--- config.mk ---
export PLATFORM = sky130hd
export DESIGN_NAME = serial_adder_ctrl
export DESIGN_NICKNAME = d
export VERILOG_FILES = /design/src/rtl/serial_adder_ctrl.sv
export SDC_FILE = /design/constraint.sdc
export NUM_CORES = 1
export LEC_CHECK = 0
export ABC_AREA = 1
export CAP_MARGIN = 20
export CORE_MARGIN = 2
export CORE_UTILIZATION = 49
export CTS_CLUSTER_SIZE = 40
export DETAILED_ROUTE_END_ITERATION = 10
export MAX_ROUTING_LAYER = met4
export PLACE_DENSITY_LB_ADDON = 0.25
export SLEW_MARGIN = 5
export SYNTH_ARGS = -nofsm -noshare
export SYNTH_HDL_FRONTEND = slang
export SYNTH_SLANG_ARGS = --single-unit
--- constraint.sdc ---
create_clock -name clk -period 3.21 [get_ports clk]
set_input_delay 0.642 -clock clk [delete_from_list [all_inputs] [get_ports clk]]
set_output_delay 0.642 -clock clk [all_outputs]
set_load 0.01 [all_outputs]
--- src/rtl/serial_adder_ctrl.sv ---
// Bit-serial add/subtract unit: one full_adder cell is time-shared across all bit
// positions, LSB first, with the carry held in a register between bits.

module full_adder (
  input  logic a,
  input  logic b,
  input  logic cin,
  output logic s,
  output logic cout
);
  assign s    = a ^ b ^ cin;
  assign cout = (a & b) | (cin & (a ^ b));
endmodule

module serial_adder_ctrl #(
  parameter int unsigned WIDTH = 8
) (
  input  logic             clk,
  input  logic             rst,
  input  logic             start,
  input  logic             sub,
  input  logic [WIDTH-1:0] a_in,
  input  logic [WIDTH-1:0] b_in,
  output logic             busy,
  output logic             done,
  output logic [WIDTH-1:0] sum,
  output logic             cout,
  output logic             ovf
);
  localparam int unsigned CntW = $clog2(WIDTH);

  typedef enum logic [1:0] {StIdle, StRun, StDone} state_e;

  state_e           r_state;
  logic [WIDTH-1:0] r_a;
  logic [WIDTH-1:0] r_b;
  logic [WIDTH-2:0] r_res;
  logic [CntW-1:0]  r_cnt;
  logic             r_carry;

  logic w_s;
  logic w_cout;
  logic w_last;

  full_adder u_fa (
    .a    (r_a[0]),
    .b    (r_b[0]),
    .cin  (r_carry),
    .s    (w_s),
    .cout (w_cout)
  );

  assign w_last = (r_cnt == CntW'(WIDTH - 1));

  always_ff @(posedge clk) begin
    if (rst) begin
      r_state <= StIdle;
      r_a     <= '0;
      r_b     <= '0;
      r_res   <= '0;
      r_cnt   <= '0;
      r_carry <= 1'b0;
      busy    <= 1'b0;
      done    <= 1'b0;
      sum     <= '0;
      cout    <= 1'b0;
      ovf     <= 1'b0;
    end else begin
      unique case (r_state)
        StIdle, StDone: begin
          done <= 1'b0;
          if (start) begin
            r_state <= StRun;
            r_a     <= a_in;
            // Subtract as a + ~b + 1: the +1 enters as the initial carry.
            r_b     <= sub ? ~b_in : b_in;
            r_carry <= sub;
            r_cnt   <= '0;
            busy    <= 1'b1;
          end else begin
            r_state <= StIdle;
          end
        end
        StRun: begin
          r_a     <= r_a >> 1;
          r_b     <= r_b >> 1;
          r_res   <= (WIDTH-1)'({w_s, r_res} >> 1);
          r_carry <= w_cout;
          r_cnt   <= r_cnt + 1'b1;
          if (w_last) begin
            // r_carry here is the carry into the MSB, w_cout the carry out of it.
            sum     <= {w_s, r_res};
            cout    <= w_cout;
            ovf     <= r_carry ^ w_cout;
            busy    <= 1'b0;
            done    <= 1'b1;
            r_state <= StDone;
          end
        end
        default: r_state <= StIdle;
      endcase
    end
  end

endmodule

==> key figures, run 1 <==
Run
  – Max Cap Viol: 0

Routing
  – Wirelength, routed: 3.33 mm
  – TritonRoute pass-1 iters: 4
  – WL met3: between 100 and 150 µm
  – DR WL met2: 1.48 mm
  – Vias after detailed routing: approximately 1600
  – Met1 wire length: 1.68 mm
  – Antenna viol nets, final: 0
  – WL/cell: roughly 10 µm
  – Top layer in use: met4
  – Vias per Instance: 4.76
  – # DRC: 0
  – DRT iter0 DRCs: 100

Synthesis
  – Synth cell count leaders: 74 x nand2_1, 41 x dfxtp_1, 28 x inv_1
  – Largest cells by area after synthesis: dfxtp_1 44%, nand2_1 15%, nand3_1 7.3%, inv_1 5.7%, nor2_1 4.2%
  – Mapped Cells: 253
  – Synth Cell Area: 1860 µm²
  – Syn Nets: 276
  – Top cell type's share of synthesized area: 0.442
  – Post-synth EDFFs: 0
  – Synth Flop Type: dfxtp_1
  – Ys async rst share: 0
  – #FFs+latches synth: 41
  – Post-synth cell types: 22
  – Post-synth top area cell: dfxtp_1
  – Avg Cell Area, Syn: 7.34 µm²
  – Most frequent cell after synthesis: nand2_1
  – Seq/Total Area, Yosys: 0.442
  – Yosys warns: 0

Setup path
  – CP dominant cell by count: nand2_1
  – Slowest cell delay on critical path: 0.53 ns
  – Worst path required time: 3.45 ns
  – Critical-path maximum fanout: 26
  – Critical path launch point type: input pin
  – CP arrival: 2.24 ns
  – Critical path class: input pin to flip-flop
  – Worst setup EP type: flip-flop
  – CP Cell Sequence: clkdlybuf4s50_1 > buf_4 > inv_1 > nand2_1 > inv_2 > nand2_1 > nand2_1
  – Slowest cell on crit path: inv_1
  – R2R setup slack: 1.75 ns

Global route
  – Vias in the first global route: 1410
  – First-pass GRT wire length: 5.98 mm
  – GRT Overall Usage: 0.183
  – Largest net degree at the start of global routing: 27
  – Total grt overflow: 0
  – Initial antenna violation count: 0

Timing
  – Max Freq: about 0.50 GHz
  – Max-slew violation count: 0
  – Relative slew slack: 0.537
  – RSZ-0062 raised after global routing: no
  – Worst-margin pin slew: a little under 0.7 ns
  – Final hold slack: roughly 0.46 ns
  – Count of final setup violators: 0
  – Setup_tns: 0 ns
  – Hold Violations, Final: 0
  – Clock Skew: around 0.0035 ns
  – Period utilization: 0.624
  – Post-layout min period: 2.00 ns

Die
  – Placement row count: 22
  – Die H: 65.6 µm
  – I/O pin count: 32
  – Die width: 65.6 µm
  – Total die area: 4300 µm²
  – Core area: ~3700 µm²
  – Initial Util: 0.507

Clock network
  – Post-CTS Setup Bufs: 0
  – H-tree depth: 2
  – Root Buffer: clkbuf_8
  – Skew-Pair Late Insertion Delay: just under 0.3 ns
  – Hold-fix buffers, CTS: 0
  – TritonCTS clock tree: done
  – CTS Buffer Depth: 2
  – CTS buffer count: 5
  – Clk sinks: 41
  – Post-CTS sizing: 0
  – Clock Pin Slew Worst Setup and Hold Paths: 0.08 ns

Status
  – Outcome: finished clean

Layout
  – Share of cells above drive strength 1: 0.117
  – Non-Filler Instances: 330
  – N_diodes: 0
  – Fin nets: just over 300
  – Synth-to-layout area growth: 20.9%

Place
  – Dpl cells: 322
  – Hpwl dp: 2.31 mm
  – GP Congestion: 0.749
  – I/O Buffers: 31

Min path
  – Hold WC Path Type: flip-flop to flip-flop

Power
  – Pwr dens: between 400 and 500 nW/µm²
  – Worst vdd ir: 0.356 mV
  – Leak: just over 1 nW
registers in the layout (all words and copies together) (netlist names):
signal	flops
done	1
r_cnt	3
r_carry	1
busy	1
r_b	8
cout	1
ovf	1
r_res	7
sum	8
r_state	2
r_a	8
kinds of logic after synthesis:
logic type      after synthesis  share of synthesized area
simple gates                134                      0.319
buf+inv                      43                      0.106
flops                        41                      0.442
compound gates               30                     0.0991
fa+ha+maj                     3                     0.0243
xor+xnor                      2                    0.00944
critical path: cells and delay by family:
family | cells | cell delay [ns]
buffers and inverters | 4 | 1.26
and+or+nand+nor | 3 | 0.33
per-layer routing:
metal | global-route usage | up-vias
met5 | - | -
met1 | 0.223 | 697
met3 | 0.0462 | 4
met4 | 0.0469 | 0
li1 | - | 835
met2 | 0.302 | 34
final cells by class:
class | count | area, µm²
clock buffers | 5 | 68.8
fillers | 362 | 1420
multi-input cells | 169 | 838
clock inverters | 3 | 17.5
inverters | 32 | 121
repair buffers | 32 | 318
flip-flops and latches | 41 | 821
well taps | 48 | 60.1
power breakdown:
group / internal (mW) / switching [mW]
Sequential: 0.536 / 0.0181
Combinational: 0.0610 / 0.0810
Clock: 0.150 / 0.176
path summary, 6_finish.rpt:
check        startpoint  depth (start not counted)       end
max                 rst                          7      cout
min            r_cnt[0]                          1  r_cnt[0]
max reg2reg  r_state[0]                          6    r_a[1]
min reg2reg    r_cnt[0]                          1  r_cnt[0]
placed cells by master (no fill, tap or decap):
master           count
nand2_1             74
dfxtp_1             41
clkdlybuf4s50_1     31
inv_1               28
nand3_1             27
nor2_1              21
o21ai_0             12
a21oi_1              9
nand2_2              7
a21oi_2              7
clkbuf_8             5
nor2_4               3
inv_2                3
clkinv_2             3
nand2_4              2
xor2_1               2
ha_1                 2
a211oi_2             1
o21ai_1              1
fa_1                 1
clkinvlp_4           1
buf_4                1
stage by stage:
step                      utilization  setup slack, ns  total power [mW]  cell area (µm²)
after floorplan                     -             1.80             0.668             1860
after global placement          0.590            0.952             0.707             2160
after detailed placement        0.590            0.916             0.709             2160
after CTS                       0.613             1.22              1.03             2240
after global routing            0.613             1.08              1.08             2240
final                           0.613             1.21              1.02             2240
(Power assumes the default switching activity.)
==> inputs of run 2 (changes only) <==
==> constraint.sdc (replaced) <==
create_clock -name clk -period 2 [get_ports clk]
set_input_delay 0.4 -clock clk [delete_from_list [all_inputs] [get_ports clk]]
set_output_delay 0.4 -clock clk [all_outputs]
set_load 0.01 [all_outputs]
==> key figures, run 2 (synthesized netlist as in run 1, its figures left out) <==
Global route
  – Vias in the first global route: 1533 (+8.7%)
  – First-pass GRT wire length: 6.51 mm (+8.8%)
  – GRT Overall Usage: 0.198 (+0.0149)
  – Total grt overflow: 0 (unchanged)
  – Largest net degree at the start of global routing: 25 (-7.4%)
  – Initial antenna violation count: 0 (unchanged)

Timing
  – Count of final setup violators: 0 (unchanged)
  – Relative slew slack: 0.627 (+0.0898)
  – Period utilization: 0.786
  – Post-layout min period: 1.57 ns
  – RSZ-0062 raised after global routing: no
  – Hold Violations, Final: 0 (unchanged)
  – Setup WS post-layout: 0.429 ns (-0.778 ns)
  – Setup_tns: 0 ns (unchanged)
  – Worst-margin pin slew: 0.558 ns (-0.135 ns)
  – Max-slew violation count: 0 (unchanged)
  – Max Freq: approximately 0.64 GHz
  – Clock Skew: 0.00809 ns (+0.00455 ns)

Routing
  – Top layer in use: met4
  – Vias per Instance: 4.77 (+0.36%)
  – DR WL met2: 1.60 mm (+8.2%)
  – Antenna viol nets, final: 0 (unchanged)
  – WL/cell: 10.4 µm (+3.5%)
  – TritonRoute pass-1 iters: 4 (unchanged)
  – DRT iter0 DRCs: 72 (-28%)
  – Vias after detailed routing: 1590 (+1.3%)
  – # DRC: 0 (unchanged)
  – Wirelength, routed: 3.48 mm (+4.5%)
  – WL met3: 124 µm (-6.1%)
  – Met1 wire length: 1.70 mm (+1.1%)

Die
  – Total die area: 4300 µm² (unchanged)
  – Placement row count: 22 (unchanged)
  – I/O pin count: 32 (unchanged)
  – Die H: 65.6 µm (unchanged)
  – Core area: 3660 µm² (unchanged)
  – Die width: 65.6 µm (unchanged)
  – Initial Util: 0.507 (unchanged)

Setup path
  – CP Cell Sequence: clkdlybuf4s50_1
  – Critical path class: flip-flop to primary output
  – Critical Path Stages: 1 (-6)
  – CP endpoint: done
  – CP arrival: 1.17 ns (-1.07 ns)
  – CP delay by family, top: buffers and inverters
  – R2R setup slack: 0.56 ns (-1.19 ns)
  – Critical-path maximum fanout: 2 (-92%)
  – Crit path buffers/inverters: 1 (-3)
  – Crit path from: done
  – Critical path launch point type: flip-flop
  – Slowest cell delay on critical path: 0.53 ns (about the same)
  – Worst path required time: 1.60 ns (-1.85 ns)
  – RR Endpoint: r_res[6]
  – Reg2reg start: r_state[0]
  – Worst setup EP type: primary output
  – Worst r2r path cells: 5 (-1)
  – Slowest cell on crit path: clkdlybuf4s50_1

Clock network
  – H-tree depth: 2 (unchanged)
  – Clock Pin Slew Worst Setup and Hold Paths: 0.08 ns (about the same)
  – Hold-fix buffers, CTS: 0 (unchanged)
  – Post-CTS Setup Bufs: 0 (unchanged)
  – Clk sinks: 41 (unchanged)
  – Skew-Pair Late Insertion Delay: 0.29 ns (about the same)
  – CTS Buffer Depth: 2 (unchanged)
  – TritonCTS clock tree: done
  – Post-CTS sizing: 0 (unchanged)
  – CTS buffer count: 5 (unchanged)
  – Root Buffer: clkbuf_8

Min path
  – Hold WC Path Type: flip-flop to flip-flop
  – Startpoint of the worst hold path: r_res[2]

Layout
  – Reg area: 821 µm² (unchanged)
  – Commonest non-fill, non-tap cell in the layout: nand2_1
  – Share of cells above drive strength 1: 0.126 (+0.00929)
  – Fin nets: 307 (+0.99%)
  – N_diodes: 0 (unchanged)
  – Largest registers: r_a (8), r_b (8), sum (8)
  – Most frequent cells in the layout: 74 x nand2_1, 41 x dfxtp_1, 31 x clkdlybuf4s50_1
  – Final Util: 0.632 (+0.0188)
  – Synth-to-layout area growth: 24.6%
  – # fillers: 336 (-7.2%)
  – Footprint of the multi-input gates: 838 µm² (unchanged)

Place
  – I/O Buffers: 31 (unchanged)
  – Setup slack at placement: 0.281 ns (-0.635 ns)
  – GP Congestion: 0.801 (+7.0%)
  – Hpwl dp: 2.45 mm (+6.1%)

Run
  – Max Cap Viol: 0 (unchanged)

Power
  – Worst vdd ir: 0.493 mV (+38%)
  – Design Power: 1.82 mW (+78%)
  – Leak: 1.07 nW (+3.2%)
  – Pwr dens: 788 nW/µm² (+73%)

Status
  – Outcome: finished clean
## run 2: cell count changes in the layout (fill, tap and decap cells not counted), sizes merged
cell and change:
buf +3, clkinv -2, bufinv +1, clkbuf +1
## run 2: how the worst min path moves through the flow
stage               endpoint  depth (start not counted)  slack (ns)
floorplan           r_cnt[0]                          1        0.43
global placement      r_a[7]                          2        0.45
detailed placement      busy                          2        0.46
CTS                   sum[2]                          2        0.46
global route          sum[2]                          2        0.49
finish                sum[2]                          2        0.46
## run 2: metal layers
| layer | global-route usage | vias to the layer above |
|---|---|---|
| li1 | - | 841 |
| met4 | 0.0625 | 0 |
| met1 | 0.244 | 711 |
| met5 | - | - |
| met2 | 0.325 | 31 |
| met3 | 0.0411 | 7 |
## run 2: power by group
part	internal, mW	total [mW]	switching, mW
sequential	0.860	0.889	0.0290
combinational	0.105	0.238	0.133
clock	0.406	0.696	0.290
## run 2: layout make-up
type	count	area share
well taps	48	0.0260
clock inverters	2	0.0162
inverters	32	0.0525
flip-flops and latches	41	0.355
clock buffers	6	0.0357
multi-input cells	169	0.362
repair buffers	35	0.153
## run 2: metrics by stage
step | hold WS, ns | std cells | area (µm²)
floorplan | 0.429 | 253 | 1860
CTS | 0.463 | 333 | 2310
finish | 0.459 | 333 | 2310
global route | 0.492 | 333 | 2310
global placement | 0.450 | 325 | 2190
detailed placement | 0.456 | 325 | 2190
==> inputs of run 3 (changes only) <==
==> constraint.sdc (replaced) <==
create_clock -name clk -period 1.6 [get_ports clk]
set_input_delay 0.32 -clock clk [delete_from_list [all_inputs] [get_ports clk]]
set_output_delay 0.32 -clock clk [all_outputs]
set_load 0.01 [all_outputs]
==> key figures, run 3 (synthesized netlist as in run 1, its figures left out) <==
Status
  – Outcome: finished clean

Routing
  – Met1 wire length: 1.80 mm (+5.6%)
  – Vias per Instance: 4.69 (-1.7%)
  – Vias after detailed routing: 1581 (-0.57%)
  – # DRC: 0 (unchanged)
  – Wirelength, routed: 3.49 mm (+0.26%)
  – Top layer in use: met4
  – DRT iter0 DRCs: 57 (-21%)
  – DR WL met2: 1.53 mm (-4.4%)
  – WL met3: 102 µm (-18%)
  – TritonRoute pass-1 iters: 4 (unchanged)
  – Antenna viol nets, final: 0 (unchanged)
  – WL/cell: 10.3 µm (-0.93%)

Die
  – Total die area: 4300 µm² (unchanged)
  – Initial Util: 0.507 (unchanged)
  – Die H: 65.6 µm (unchanged)
  – Die width: 65.6 µm (unchanged)
  – Placement row count: 22 (unchanged)
  – I/O pin count: 32 (unchanged)
  – Core area: 3660 µm² (unchanged)

Timing
  – Hold Violations, Final: 0 (unchanged)
  – Max Freq: 0.675 GHz
  – Count of final setup violators: 0 (unchanged)
  – Period utilization: 0.926
  – Max-slew violation count: 0 (unchanged)
  – Post-layout min period: ~1.5 ns
  – Setup WS post-layout: 0.119 ns (-0.310 ns)
  – Setup_tns: 0 ns (unchanged)
  – RSZ-0062 raised after global routing: no
  – Clock Skew: 0.0109 ns (+0.00284 ns)
  – Worst-margin pin slew: 0.258 ns (-0.300 ns)
  – Relative slew slack: 0.828 (+0.201)

Clock network
  – Hold-fix buffers, CTS: 0 (unchanged)
  – Skew-Pair Late Insertion Delay: 0.30 ns (about the same)
  – Post-CTS sizing: 0 (unchanged)
  – Clock Pin Slew Worst Setup and Hold Paths: 0.08 ns (about the same)
  – Clk sinks: 41 (unchanged)
  – Post-CTS Setup Bufs: 0 (unchanged)
  – TritonCTS clock tree: done
  – Root Buffer: clkbuf_8
  – H-tree depth: 2 (unchanged)
  – CTS buffer count: 5 (unchanged)
  – CTS Buffer Depth: 2 (unchanged)

Global route
  – GRT Overall Usage: 0.193 (-0.00468)
  – First-pass GRT wire length: 6.24 mm (-4.1%)
  – Vias in the first global route: 1434 (-6.5%)
  – Initial antenna violation count: 0 (unchanged)
  – Total grt overflow: 0 (unchanged)
  – Largest net degree at the start of global routing: 18 (-28%)

Power
  – Worst vdd ir: 0.468 mV (-5.1%)
  – Leak: 1.09 nW (+1.9%)
  – Pwr dens: 953 nW/µm² (+21%)

Place
  – Hpwl dp: 2.47 mm (+0.73%)
  – Setup slack at placement: 0.0842 ns (-0.197 ns)
  – I/O Buffers: 31 (unchanged)
  – GP Congestion: 0.776 (-3.1%)

Layout
  – Footprint of the multi-input gates: 838 µm² (unchanged)
  – Most frequent cells in the layout: 74 x nand2_1, 41 x dfxtp_1, 31 x clkdlybuf4s50_1
  – Share of cells above drive strength 1: 0.138 (+0.0121)
  – # fillers: 333 (-0.89%)
  – Synth-to-layout area growth: 25.7%
  – N_diodes: 0 (unchanged)
  – Commonest non-fill, non-tap cell in the layout: nand2_1
  – Fin nets: 312 (+1.6%)
  – Largest registers: r_a (8), r_b (8), sum (8)
  – Reg area: 821 µm² (unchanged)

Setup path
  – CP arrival: 1.16 ns (about the same)
  – R2R setup slack: 0.23 ns (-0.33 ns)
  – Slowest cell on crit path: clkdlybuf4s50_1
  – CP delay by family, top: buffers and inverters
  – Worst setup EP type: primary output
  – Critical path launch point type: flip-flop
  – Critical-path maximum fanout: 2 (unchanged)
  – Worst path required time: 1.28 ns (-0.32 ns)
  – Crit path buffers/inverters: 1 (unchanged)
  – Slowest cell delay on critical path: 0.53 ns (about the same)
  – CP Cell Sequence: clkdlybuf4s50_1
  – Critical path class: flip-flop to primary output

Run
  – Max Cap Viol: 0 (unchanged)

Min path
  – Hold WC Path Type: flip-flop to flip-flop
[run 3: cell types whose count changed in the layout (fill, tap and decap cells not counted), sizes merged]
cell and delta:
clkinv +1, buf +5, clkbuf -1, clkinvlp -1
[run 3: power by group]
| group | switching, mW | internal, mW | total [mW] |
|---|---|---|---|
| Sequential | 0.0365 | 1.08 | 1.11 |
| Combinational | 0.169 | 0.144 | 0.313 |
| Clock | 0.347 | 0.453 | 0.800 |
[run 3: worst paths after layout]
check / start / end / depth (start not counted)
setup reg to reg: r_cnt[0] / ovf / 7
hold reg to reg: r_res[1] / sum[1] / 2
setup / recovery: done / done / 1
hold / removal: r_res[1] / sum[1] / 2
[run 3: cell type report]
class                   instances  area share
repair buffers                 40       0.167
well taps                      48      0.0257
multi-input cells             169       0.359
inverters                      32      0.0520
flip-flops and latches         41       0.352
clock buffers                   5      0.0295
clock inverters                 2      0.0150
[run 3: through the flow]
stage | std cells | hold slack [ns] | area (µm²) | power [mW] | utilization
finish | 337 | 0.460 | 2330 | 2.23 | 0.638
global route | 337 | 0.476 | 2330 | 2.33 | 0.638
CTS | 337 | 0.463 | 2330 | 2.24 | 0.638
detailed placement | 330 | 0.451 | 2230 | 1.45 | 0.609
global placement | 330 | 0.449 | 2230 | 1.44 | 0.609
floorplan | 253 | 0.429 | 1860 | 1.34 | -
[run 3: layer usage]
layer	vias to the layer above	global-route usage
li1	854	-
met1	696	0.237
met2	26	0.302
met3	5	0.0428
met4	0	0.0911
met5	-	-
==> patch 1: new RTL, config.mk and constraints of run 1 <==
Set the parameter `WIDTH` to 32 (it was 8).
--- a/src/rtl/serial_adder_ctrl.sv
+++ b/src/rtl/serial_adder_ctrl.sv
@@ -14,5 +14,5 @@
 
 module serial_adder_ctrl #(
-  parameter int unsigned WIDTH = 8
+  parameter int unsigned WIDTH = 32
 ) (
   input  logic             clk,
Interface: changed (resized a_in, b_in and sum); port bits go from 32 to 104. The function was not compared with the original's and may differ.
==> patch 1 against run 1 <==
Fmax is 0.42% lower; worst setup slack worse by 0.0085 ns; sequential cell count up 98; wire length increased to 4.0 times the old value; total power increased to 4.2 times the old value; synthesized area rose to 3.3 times the old value; utilization rose by 2.6 points; via count grew to 3.5 times the old value; count of clock-buffer cells in the layout increased by 12; sequential share of layout area is 0.48 points lower; cell area increased to 3.4 times the old value; sequential power grew to 3.4 times the old value; largest cell class is now registers.
==> patch 1: results <==
group,metric,value,unit
status,status,"completed",
cts,clockBufferDepth,2,
placed_design,numPortBuffers,103,
placed_design,gp_congestion,0.7432,
timing,clock_skew,0.01609,ns
layout,drive_gt1_share,5.183,%
layout,final_nets,1042,
cts,clock-root-buffer,"clkbuf_16",
cts,cts-resized-gates,0,
routing,wire_per_inst,11.50,µm
synth,ys.flop_type,"dfxtp_1",
grt,grt_pass1_wl,22910,µm
cts,path_clk_slew,0.06,ns
power_and_ir_drop,leakage,3.606,nW
power_and_ir_drop,irDropWorstVdd,0.0004379,V
die,die_area,13270,µm²
placed_design,placedCellCount,1120,
synth,synth_common_cells,"nand2_1, dfxtp_1, inv_1",
grt,globalRouteTotalUtil,21.91,%
synth,ys_types,17,
synth,avgSynthCellArea,6.746,µm²
worst_setup_path,arrival,2.34,ns
placed_design,dpl.hpwl,8123,µm
grt,grt_max_degree,73,
layout,top_regs,"r_a: 32 flops, r_b: 32 flops, sum: 32 flops",
cts,cts_buffers,17,
routing,vias_per_cell,4.803,
cts,worstSkewPairLatency,0.42,ns
grt,antenna_found_initial,1,
routing,drt_iter0_drc,423,
synth,synth_nets,969,
timing,max-slew-margin-rel,37.69,%
cts,cts.htree.levels,4,
cts,post-cts-setup-buffers,0,
worst_setup_path,cp_max_fo,20,
synth,ys.warnings.count,0,
synth,yosysSeqAreaShare,45.93,%
synth,async_reset_ff_share,0,%
min_path,min_path_type,"flip-flop to flip-flop",
synth,ys_top_cells_by_area,"dfxtp_1, nand2_1, nand3_1, inv_1, a21oi_1",
routing,first_pass_iters,5,
grt,grt_pass1_vias,5105,
routing,vias,5538,
-- patch 1: cell count changes in the layout (fill, tap and decap cells not counted), sizes merged, moves of 12 or more --
cell / run 1 / this run
a21oi: 16 / 56
clkdlybuf4s50: 31 / 102
inv: 31 / 128
a211oi: 1 / 15
nand3: 27 / 100
o21ai: 13 / 51
clkbuf: 5 / 17
nor2: 24 / 59
nand2: 83 / 296
dfxtp: 41 / 139
-- patch 1: final cells by class --
cell class / count / area (µm²)
Multi-Input combinational cell: 582 / 2564
Inverter: 119 / 446.7
Tap cell: 168 / 210.2
Fill cell: 1082 / 4350
Antenna cell: 1 / 2.502
Sequential cell: 139 / 2783
Clock buffer: 17 / 425.4
Clock inverter: 15 / 173.9
Timing Repair Buffer: 112 / 1106
-- patch 1: per-layer routing --
metal | share of wire, % | vias up | track usage (%)
li1 | - | 2931 | -
met1 | 47 | 2487 | 27.28
met2 | 48 | 111 | 36.16
met3 | 3.7 | 9 | 3.954
met4 | 0.91 | 0 | 6.988
met5 | 0 | - | -
-- patch 1: logic make-up (layout without fill, tap and decap cells) --
kind of cell	count (synthesis)	count (layout)	synth area share, %
adder cells (fa/ha/maj)	3	3	0.7434
XOR/XNOR	2	2	0.2892
buffers and inverters	177	263	12.00
AO/OA/AOI/OAI	122	122	10.70
other	0	1	0
AND/OR/NAND/NOR	455	455	30.34
flip-flops	139	139	45.93
-- patch 1: report_power, final --
part | leakage [nW] | total, W | internal (W) | switching (W)
Sequential | 1.14 | 0.00187 | 0.00182 | 0.0000512
Combinational | 2.18 | 0.000476 | 0.000198 | 0.000278
Clock | 0.285 | 0.00194 | 0.00111 | 0.000830
Total | 3.61 | 0.00429 | 0.00313 | 0.00116
-- patch 1: per-stage QoR --
step,cell area [µm²],worst slack (ns),power [W]
floorplan,6058,1.630,0.002228
global placement,7109,0.8858,0.002377
detailed placement,7109,0.8723,0.002388
CTS,7709,1.166,0.004324
global route,7711,0.9408,0.004483
finish,7711,1.198,0.004293
-- patch 1: final timing paths --
check / cells after the start / slack [ns] / endpoint / from
worst max register to register: 9 / 1.20 / sum[27]$_SDFFE_PP0P_ / r_cnt[0]$_SDFFE_PP0P_
worst max-delay path: 9 / 1.20 / sum[27]$_SDFFE_PP0P_ / r_cnt[0]$_SDFFE_PP0P_
worst min-delay path: 2 / 0.46 / r_a[22]$_SDFFE_PP0P_ / r_a[22]$_SDFFE_PP0P_
worst min register to register: 2 / 0.46 / r_a[22]$_SDFFE_PP0P_ / r_a[22]$_SDFFE_PP0P_
-- patch 1: worst max-delay path, stage by stage (launching register included) --
cell and delay [ns]:
dfxtp_1 0.39, ha_1 0.18, nand2_1 0.07, nor2_1 0.09, ha_1 0.14, inv_1 0.05, nor2_1 0.09, buf_4 0.26
nand2_1 0.37, o21ai_0 0.29
==> patch 2: new RTL, flow settings as in run 1 <==
Made on the original files. Encoding of `state_e`: now one-hot (3 bits for 3 states).
--- a/src/rtl/serial_adder_ctrl.sv
+++ b/src/rtl/serial_adder_ctrl.sv
@@ -30,5 +30,5 @@
   localparam int unsigned CntW = $clog2(WIDTH);
 
-  typedef enum logic [1:0] {StIdle, StRun, StDone} state_e;
+  typedef enum logic [2:0] {StIdle = 3'b001, StRun = 3'b010, StDone = 3'b100} state_e;
 
   state_e           r_state;
Behaviour: no difference found for any inputs over 10 cycles, from zero or initial values and one cycle with rst high; not proved beyond that.
==> patch 2 against run 1 <==
Synthesized area rose by 4.9%; combinational power fell by 7%; utilization rose by 1.4 points; wire length rose by 15%; sequential cell count rose by 1; total power rose by 8.2%; cell area rose by 4.5%; register-to-register slack got worse by 0.40 ns; worst setup slack improved by 0.14 ns; via count rose by 11%; count of clock-buffer cells in the layout did not move; global-route usage rose by 1.8 points; hold slack got worse by 0.0086 ns; largest cell class unchanged; highest routed layer unchanged.
==> patch 2: results <==
group,metric,value,unit
layout,fillCellCount,368,
grt,grt_pass1_vias,1577,
layout,buffer_area_share,13.55,%
worst_setup_path,arrival,2.05,ns
timing,worst_pin_slew,0.6763,ns
synth,yosysSeqAreaShare,43.16,%
power_and_ir_drop,leakage,1.072,nW
timing,clock_skew,0.009934,ns
min_path,holdPathEnd,"sum[2]$_SDFFE_PP0P_",
grt,met1_usage,25.50,%
synth,ys_top_cells_by_area,"dfxtp_1, nand2_1, nand3_1, a21oi_1, nor2_1",
worst_setup_path,cp_max_fo,43,
grt,grtUsageMet3,4.730,%
layout,seq_share,35.84,%
grt,grt_pass1_wl,6686,µm
routing,vias,1736,
placed_design,post-place-ws,1.041,ns
status,status,"completed",
placed_design,dpl.hpwl,2464,µm
routing,drt_iter0_drc,103,
worst_setup_path,reg2reg_slack,1.35,ns
layout,final-clk-cell-share,4.800,%
min_path,min_path_cells,2,
layout,final_nets,317,
layout,drive_gt1_share,7.458,%
worst_setup_path,r2r-end,"sum[6]$_SDFFE_PP0P_",
routing,wire_per_inst,11.11,µm
grt,use_met2,31.56,%
routing,drt_wl_total,3811,µm
worst_setup_path,cp_slowest_cell,"dfxtp_1",
routing,m1WireLength,1797,µm
routing,wl_met3,145,µm
worst_setup_path,cp-start-kind,"flip-flop",
worst_setup_path,cpPeakStageDelay,0.76,ns
synth,avgSynthCellArea,7.215,µm²
layout,multi_input_gates,196,
## patch 2: cell types whose count changed in the layout (fill, tap and decap cells not counted), moves of 2 or more
cell / run 1 / this run
a21oi_1: 9 / 19
nand2_2: 7 / 1
nor2_4: 3 / 1
nand3_1: 27 / 38
inv_1: 28 / 14
clkinv_2: 3 / 1
nor2_1: 21 / 23
a21oi_2: 7 / 5
nand2_1: 74 / 87
## patch 2: report_power, final
group	switching, W	internal (W)	leakage [nW]
Clock	0.000180	0.000233	0.0585
Combinational	0.0000744	0.0000572	0.672
Sequential	0.0000178	0.000543	0.342
Total	0.000273	0.000833	1.07
## patch 2: stage by stage
step	hold slack [ns]	total power [W]	util, %	instance area [µm²]
floorplan	0.4327	0.0006661	-	1948
detailed placement	0.4545	0.0007044	59.66	2233
global route	0.4895	0.001158	62.67	2346
finish	0.4514	0.001105	62.67	2346
CTS	0.4576	0.001114	62.67	2346
global placement	0.4493	0.0007029	59.66	2233
## patch 2: cell families (layout without fill, tap and decap cells)
| family | Yosys count | in the layout | synth area share (%) |
|---|---|---|---|
| AND/OR/NAND/NOR | 154 | 154 | 35.13 |
| flip-flops | 42 | 42 | 43.16 |
| AO/OA/AOI/OAI | 37 | 37 | 10.47 |
| buffers and inverters | 32 | 57 | 8.028 |
| adder cells (fa/ha/maj) | 3 | 3 | 2.312 |
| XOR/XNOR | 2 | 2 | 0.8993 |
## patch 2: worst max-delay path by stage
stage / to / slack (ns)
after detailed placement: sum[1]$_SDFFE_PP0P_ / 1.04
after CTS: sum[6]$_SDFFE_PP0P_ / 1.34
after global routing: sum[4]$_SDFFE_PP0P_ / 1.17
final: sum[6]$_SDFFE_PP0P_ / 1.35
after floorplan: done$_SDFFE_PP0P_ / 1.86
after global placement: sum[1]$_SDFFE_PP0P_ / 1.06
